--- config.mk ---
export PLATFORM = sky130hd
export DESIGN_NAME = div_repsub_flat
export DESIGN_NICKNAME = d
export VERILOG_FILES = /design/src/rtl/div_pkg.sv /design/src/rtl/div_if.sv /design/src/rtl/div_datapath.sv /design/src/rtl/div_repsub.sv /design/src/flat_wrapper.sv
export SDC_FILE = /design/constraint.sdc
export NUM_CORES = 1
export LEC_CHECK = 0
export ABC_AREA = 1
export BUFFER_PORTS_ARGS = -buffer_cell sky130_fd_sc_hd__clkbuf_2
export CAP_MARGIN = 20
export CORE_MARGIN = 2
export CORE_UTILIZATION = 44
export DETAILED_ROUTE_END_ITERATION = 8
export HOLD_SLACK_MARGIN = 0.06
export PLACE_DENSITY_LB_ADDON = 0.3
export SLEW_MARGIN = 10
export SYNTH_ARGS = -nofsm -noshare
export SYNTH_HDL_FRONTEND = slang
export SYNTH_SLANG_ARGS = --single-unit
--- constraint.sdc ---
create_clock -name clk -period 2.5 [get_ports clk]
set_input_delay 0.75 -clock clk [delete_from_list [all_inputs] [get_ports clk]]
set_output_delay 0.75 -clock clk [all_outputs]
set_load 0.005 [all_outputs]
--- src/rtl/div_pkg.sv ---
// Shared types for the repeated-subtraction divider.
// State encoding and default operand width.
package div_pkg;

  localparam int DIV_WIDTH = 16;

  typedef enum logic [1:0] {
    IDLE = 2'd0,
    LDB  = 2'd1,
    CALC = 2'd2,
    DONE = 2'd3
  } state_t;

endpackage

--- src/rtl/div_if.sv ---
// Operand/result bundle for the divider.
// master drives operands; slave is the divider.
interface div_if #(
  parameter int WIDTH = 16
) ();

  logic             start;
  logic [WIDTH-1:0] data_in;
  logic             busy;
  logic             done;
  logic             dbz;
  logic [WIDTH-1:0] quotient;
  logic [WIDTH-1:0] remainder;

  modport master (
    output start, data_in,
    input  busy, done, dbz,
    input  quotient, remainder
  );

  modport slave (
    input  start, data_in,
    output busy, done, dbz,
    output quotient, remainder
  );

endinterface

--- src/rtl/div_datapath.sv ---
// Remainder/divisor registers, quotient counter,
// subtractor and the R>=D / D==0 comparators.
module div_datapath #(
  parameter int WIDTH = 16
) (
  input  logic             clk,
  input  logic             rst,
  input  logic             ldR,
  input  logic             ldD,
  input  logic             clrQ,
  input  logic             incQ,
  input  logic             selSub,
  input  logic [WIDTH-1:0] din,
  output logic             ge,
  output logic             dz,
  output logic [WIDTH-1:0] q,
  output logic [WIDTH-1:0] r
);

  logic [WIDTH-1:0] r_q, r_d;
  logic [WIDTH-1:0] d_q, d_d;
  logic [WIDTH-1:0] q_q, q_d;
  logic [WIDTH-1:0] diff;

  assign diff = r_q - d_q;
  assign ge   = (r_q >= d_q);
  assign dz   = (d_q == '0);
  assign q    = q_q;
  assign r    = r_q;

  always_comb begin
    r_d = r_q;
    d_d = d_q;
    q_d = q_q;
    if (ldR) r_d = selSub ? diff : din;
    if (ldD) d_d = din;
    if (clrQ)      q_d = '0;
    else if (incQ) q_d = q_q + WIDTH'(1);
  end

  always_ff @(posedge clk) begin
    if (rst) begin
      r_q <= '0;
      d_q <= '0;
      q_q <= '0;
    end else begin
      r_q <= r_d;
      d_q <= d_d;
      q_q <= q_d;
    end
  end

endmodule

--- src/rtl/div_repsub.sv ---
// Unsigned divider by repeated subtraction.
// Controller FSM here; arithmetic lives in div_datapath.
module div_repsub
  import div_pkg::*;
#(
  parameter int WIDTH = DIV_WIDTH
) (
  input logic   clk,
  input logic   rst,
  div_if.slave  bus
);

  state_t state_q, state_d;
  logic   dbz_q, dbz_d;
  logic   ldR, ldD, clrQ, incQ, selSub;
  logic   ge, dz;

  div_datapath #(.WIDTH(WIDTH)) u_dp (
    .clk    (clk),
    .rst    (rst),
    .ldR    (ldR),
    .ldD    (ldD),
    .clrQ   (clrQ),
    .incQ   (incQ),
    .selSub (selSub),
    .din    (bus.data_in),
    .ge     (ge),
    .dz     (dz),
    .q      (bus.quotient),
    .r      (bus.remainder)
  );

  always_comb begin
    state_d = state_q;
    dbz_d   = dbz_q;
    ldR     = 1'b0;
    ldD     = 1'b0;
    clrQ    = 1'b0;
    incQ    = 1'b0;
    selSub  = 1'b0;
    unique case (state_q)
      IDLE: begin
        if (bus.start) begin
          ldR     = 1'b1;
          clrQ    = 1'b1;
          dbz_d   = 1'b0;
          state_d = LDB;
        end
      end
      LDB: begin
        ldD     = 1'b1;
        state_d = CALC;
      end
      CALC: begin
        // zero divisor must exit, else R>=0 loops forever
        if (dz) begin
          dbz_d   = 1'b1;
          state_d = DONE;
        end else if (ge) begin
          ldR    = 1'b1;
          selSub = 1'b1;
          incQ   = 1'b1;
        end else begin
          state_d = DONE;
        end
      end
      DONE: state_d = IDLE;
      default: state_d = IDLE;
    endcase
  end

  always_ff @(posedge clk) begin
    if (rst) begin
      state_q <= IDLE;
      dbz_q   <= 1'b0;
    end else begin
      state_q <= state_d;
      dbz_q   <= dbz_d;
    end
  end

  assign bus.busy = (state_q != IDLE);
  assign bus.done = (state_q == DONE);
  assign bus.dbz  = dbz_q;

endmodule
--- src/flat_wrapper.sv ---
// flat-port wrapper written by rule: the top's interface ports become plain ports
module div_repsub_flat import div_pkg::*;
#(
  parameter int WIDTH = DIV_WIDTH
)
  (clk, rst, bus_start, bus_data_in, bus_busy, bus_done, bus_dbz, bus_quotient, bus_remainder);
  div_if #(.WIDTH(WIDTH)) bus_i ();
  input logic clk;
  input logic rst;
  input wire logic [$bits(bus_i.start)-1:0] bus_start;
  input wire logic [$bits(bus_i.data_in)-1:0] bus_data_in;
  output wire logic [$bits(bus_i.busy)-1:0] bus_busy;
  output wire logic [$bits(bus_i.done)-1:0] bus_done;
  output wire logic [$bits(bus_i.dbz)-1:0] bus_dbz;
  output wire logic [$bits(bus_i.quotient)-1:0] bus_quotient;
  output wire logic [$bits(bus_i.remainder)-1:0] bus_remainder;
  assign bus_i.start = bus_start;
  assign bus_i.data_in = bus_data_in;
  assign bus_busy = bus_i.busy;
  assign bus_done = bus_i.done;
  assign bus_dbz = bus_i.dbz;
  assign bus_quotient = bus_i.quotient;
  assign bus_remainder = bus_i.remainder;
  div_repsub #(.WIDTH(WIDTH)) u_core (.clk(clk), .rst(rst), .bus(bus_i));
endmodule
# Word-level counts from Yosys, hierarchy flattened
# Index checks and enable logic that the tools add are counted.
[totals]
reg_bits = 51
inputBits = 19
output_inout_bits = 35
elab_cells = 36
[op_classes]
addsub = 2
magnitude_cmp = 1
eq_ne = 6
mux = 15
n_reduce_logical = 7
[ops]
columns = ["cell", "n"]
rows = [
  ["adder 16 x 1 -> 16 bit (second input constant)", 1],
  [">= comparator 16 bit", 1],
  ["logical NOT 16 bit", 1],
  ["two-way mux 16 bit", 1],
  ["subtractor 16 bit", 1],
  ["two-way mux 1 bit", 8],
  ["one-hot mux 2 bit (4 select lines)", 1],
  ["two-way mux 2 bit", 3],
  ["== test 2 bit (second input constant)", 2],
  ["one-hot mux 1 bit (2 select lines)", 2],
  ["nonzero test 2 bit", 2],
  ["!= test 3 bit (second input constant)", 1],
  ["AND reduction 3 bit", 1],
  ["== test 2 x 1 -> 1 bit (second input constant)", 1],
  ["logical NOT 2 bit", 1],
  ["!= test 2 x 1 -> 1 bit (second input constant)", 1],
  ["!= test 2 bit (second input constant)", 1],
  ["AND reduction 2 bit", 1],
  ["OR reduction 2 bit", 1],
]

# Longest topological paths before layout
[logic_depth]
depth_word = 5
depth_mapped = 16
depth_no_buf = 16

# Modules after synthesis
# From an unflattened synthesis, not the netlist that was laid out.
[unflattened]
cells_unflattened = 522
hier_area_um2 = 3285.7
[by_module_without_submodules]
columns = ["module", "instances", "cells_per_inst", "area_per_inst_um2", "seq_area_each_um2"]
rows = [
  ["div_datapath", 1, 483, 3026.7, 960.9],
  ["div_repsub", 1, 39, 259.0, 60.1],
]

# Least setup slack after synthesis
# OpenSTA, ideal clock, no wires.
[synth_timing]
path_type = "register to register"
start = "register u_core.u_dp.r_q[0], in the netlist u_core.u_dp.r[0]"
end = "register u_core.u_dp.r_q[13], in the netlist u_core.u_dp.r[13]"
setup_ns = 0.064
arrival_time_ns = 2.031
required_ns = 2.436
setup_slack_ns = 0.405
stages_incl_launch_ff = 17
path_buffers = 2
period_less_slack_ns = 2.095
path_cell_list = "dfxtp_1 inv_1 ha_1 fa_1 inv_1 nand3_1 nand2_2 nand2_1 nand3_2 nand2_4 nand2_8 nand2_4 buf_6 buf_6 nand3b_2 nand2_1 nor2_1"
[synth_between]
elab_chain_len = 5
word_cells_on_any_way = 7
cone_classes = "1 x add/sub; 1 x order compare; 5 x mux"
[synth_rtl]
columns = ["item", "line_no", "rtl"]
rows = [
  ["start, declared", "div_datapath.sv:20", "logic [WIDTH-1:0] r_q, r_d;"],
  ["start signal, assigned", "div_datapath.sv:47", "r_q <= r_d;"],
  [">= comparator 16 bit", "div_datapath.sv:26", "assign ge = (r_q >= d_q);"],
  ["two-way mux 1 bit", "div_repsub.sv:59", "end else if (ge) begin"],
  ["two-way mux 1 bit", "div_repsub.sv:56", "if (dz) begin"],
  ["two-way mux 1 bit", "div_repsub.sv:41", "unique case (state_q)"],
  ["two-way mux 16 bit", "div_datapath.sv:35", "if (ldR) r_d = selSub ? diff : din;"],
]
# Parallel ways exist; a longest one is shown, timed or not.
# A chain may end at the register's enable or synchronous reset.

# Worst setup path after layout
[layout_timing]
start = "register u_core.u_dp.r_q[0], in the netlist u_core.u_dp.r[0]"
end = "register u_core.u_dp.r_q[0], in the netlist u_core.u_dp.r[0]"
# Same word-level chain as after synthesis.

==> flow_metrics.py <==
metrics = {
    "die": {
        "coreArea_um2": 8180,
        "rows": 33,
        "die_area_um2": 9150,
        "die_h_um": 95.7,
        "num_io_pins": 54,
        "start_util": 0.452,
        "dieWidth_um": 95.7,
    },
    "route": {
        "drt-total-wl_um": 9120,
        "route.detailed.drc": 0,
        "dr.first_iter.drc_count": 210,
        "ant_nets": 0,
        "num_vias": 3603,
        "dr.pass1.iters": 5,
        "wire_per_inst_um": 12.4,
        "routed_via_density": 4.92,
    },
    "worst_setup_path": {
        "crit_chain": "inv_1, ha_1, fa_1, inv_1, nand3_1, nand2_2, nand2_1, nand3_2, nand2_4, nand2_8, nand2_4, nand2_1, nand3_1, nor2_1",
        "r2r_end": "u_core.u_dp.r[0]",
        "worstPathRequired_ns": 2.74,
        "reg2reg_depth": 14,
        "cp_slowest_cell": "fa_1",
        "cp-start-kind": "flop",
        "end_kind": "flop",
        "reg2reg_from": "u_core.u_dp.r[0]",
        "rrSetupSlack_ns": 0.24,
        "critical-path-max-stage-delay_ns": 0.41,
        "path_class": "reg2reg",
        "critPathMaxFanout": 23,
        "crit_arrival_ns": 2.50,
    },
    "hold_path": {
        "holdPathStages": 2,
        "hold_class": "reg2reg",
        "min_from": "u_core.u_dp.d_q[9]",
        "holdPathEnd": "u_core.u_dp.d_q[9]",
    },
    "global_route": {
        "grt_start_max_net_pins": 48,
        "grt_pass1_wl_um": 15000,
        "antenna_found_initial": 0,
        "grt_overflow": 0,
        "grt_pass1_vias": 3213,
        "grt_usage": 0.206,
    },
    "power": {
        "p_int_mw": 2.92,
        "p_leak_nw": 2.17,
        "swShare": 0.542,
        "powerDensity_nw_per_um2": 1540,
        "pwr-share-seq": 0.200,
        "clkPwrFrac": 0.074,
        "ir_drop_mv": 0.726,
        "comb_power_share": 0.727,
        "switching_power_mw": 3.46,
    },
    "clock_tree": {
        "clk_latency_ns": 0.31,
        "cts_num_sinks": 51,
        "clk_pin_slew_ns": 0.09,
        "cts_tree": "built",
        "ctsRootBufferMaster": "clkbuf_8",
        "postCtsSetupBuffers": 0,
        "cts_resized": 0,
        "cts_max_level": 2,
        "clock_path_buffers": 2,
        "cts_buffers": 5,
        "hold_buffers": 0,
    },
    "sta": {
        "setup_viol": 0,
        "worstMarginPinSlew_ns": 0.486,
        "fin_crit_sh": 0.903,
        "tns_ns": 0,
        "fin_skew_ns": 0.0109,
        "fmax_mhz": 443,
        "drv_slew": 0,
        "rsz0062_at_grt": "false",
        "finalHoldViolations": 0,
        "fin_crit_ns": 2.26,
        "relSlewSlack": 0.676,
    },
    "placed_design": {
        "placement.io_buffers": 53,
        "place.gp.congestion": 0.895,
        "place_inst": 724,
        "dp_hpwl_um": 7000,
    },
    "logic_synthesis": {
        "ys_seq_area_frac": 0.276,
        "synth-seq-cells": 51,
        "synth_area_um2": 3700,
        "yosysWarningCount": 0,
        "syn_area_per_cell_um2": 6.42,
        "synthCells": 576,
        "synthDistinctLibCells": 36,
        "synth_fp_nets": 618,
    },
    "flow_run": {
        "drv_cap": 0,
    },
    "outcome": {
        "status": "complete, no violations",
    },
    "final_layout": {
        "n_antenna_cell": 0,
        "final_cell_mix": "180 x nand2_1, 74 x inv_1, 53 x clkbuf_2, 51 x nor2_1, 51 x dfxtp_1",
        "area_growth_pct": 12.3,
        "finalNonFillerCells": 733,
        "nets": 669,
        "drive_gt1_frac": 0.164,
        "mostFrequentLayoutCell": "nand2_1",
    },
}
layer usage:
layer  vias up  part of all wire  track usage
met4         0             0.010       0.0500
met3         6             0.043       0.0237
met5         -                 0            0
met1      1625              0.49        0.293
li1       1902                 -            -
met2        70              0.46        0.331
how the worst max path moves through the flow:
stage                      from                end  slack [ns]  depth (start not counted)
2_1_floorplan  u_core.u_dp.r[0]  u_core.u_dp.r[13]        0.40                         16
3_3_place_gp   u_core.u_dp.r[0]   u_core.u_dp.r[0]        0.18                         14
3_5_place_dp   u_core.u_dp.r[0]   u_core.u_dp.r[7]        0.08                         14
4_1_cts        u_core.u_dp.r[0]   u_core.u_dp.r[7]        0.06                         14
5_1_grt        u_core.u_dp.r[0]   u_core.u_dp.r[9]        0.07                         15
6_report       u_core.u_dp.r[0]   u_core.u_dp.r[0]        0.24                         14
critical path: cells and delay by family, from the launching register on:
kind	cells	cell delay [ns]
buf+inv	2	0.14
simple gates	10	1.05
fa+ha+maj	2	0.64
flops	1	0.37
cell families after synthesis:
logic type | after synthesis | share of synthesized area
and+or+nand+nor | 301 | 0.366
adders and majority gates | 23 | 0.0799
xor gates and xnor gates | 21 | 0.0497
DFF | 51 | 0.276
AOI/OAI and AO/OA | 74 | 0.110
buffers and inverters | 106 | 0.118
state kept, by name (all words and copies together), names as in the netlist:
name and cells:
u_core.bus.dbz 1, u_core.u_dp.d_q 16, u_core.u_dp.q 16, u_core.u_dp.r 16, u_core.state_q 2
cell type report:
class	count	area [um^2]
clock buffers	7	76.3
clock inverters	1	5.00
fillers	833	4030
inverters	91	342
multi-input cells	420	2260
flip-flops and latches	51	1020
well taps	105	131
repair buffers	58	315
synthesized netlist by cell type:
| library cell | count | area, um^2 |
|---|---|---|
| nand2_2 | 4 | 25.0 |
| xnor2_1 | 6 | 52.6 |
| a21oi_4 | 2 | 32.5 |
| inv_1 | 74 | 278 |
| nand2_1 | 180 | 676 |
| nand3b_2 | 6 | 67.6 |
| nor3_1 | 3 | 15.0 |
| a21oi_2 | 1 | 8.76 |
| nand3b_1 | 7 | 52.6 |
| nor2_1 | 51 | 191 |
| xor2_1 | 15 | 131 |
| a21oi_1 | 44 | 220 |
| dfxtp_1 | 51 | 1020 |
| inv_2 | 16 | 60.1 |
| clkinv_1 | 1 | 3.75 |
| nand2_8 | 1 | 20.0 |
| and2_1 | 3 | 18.8 |
| ha_1 | 22 | 275 |
| buf_6 | 4 | 45.0 |
| nand4_1 | 8 | 50.1 |
| nor2_8 | 1 | 20.0 |
| nor3b_1 | 1 | 7.51 |
| clkbuf_1 | 5 | 18.8 |
| nand3_1 | 30 | 150 |
| nand3_2 | 2 | 20.0 |
| buf_1 | 1 | 3.75 |
| o21ai_0 | 24 | 120 |
| nand2_4 | 2 | 22.5 |
| nor2_2 | 1 | 6.26 |
| a211o_1 | 1 | 8.76 |
| nor2_4 | 1 | 11.3 |
| a211oi_1 | 1 | 7.51 |
| fa_1 | 1 | 20.0 |
| o21ai_2 | 1 | 8.76 |
| buf_2 | 4 | 20.0 |
| buf_4 | 1 | 7.51 |
per-stage QoR:
stage	power, mW	util	hold slack [ns]	setup WS (ns)	area (um^2)
floorplan	4.78	-	0.440	0.405	3700
global placement	5.74	0.495	0.456	0.179	4050
detailed placement	5.79	0.495	0.462	0.0753	4050
CTS	6.28	0.505	0.475	0.0592	4130
global route	7.05	0.508	0.493	0.0732	4150
finish	6.38	0.508	0.475	0.243	4150
power groups by stage:
stage / Combinational [mW] / Clock, mW / Sequential [mW]
after floorplan: 3.54 / 0 / 1.25
after global placement: 4.46 / 0 / 1.28
after detailed placement: 4.50 / 0 / 1.29
after CTS: 4.53 / 0.482 / 1.27
after global routing: 5.24 / 0.510 / 1.30
final: 4.63 / 0.469 / 1.27
(Power assumes the default switching activity.)
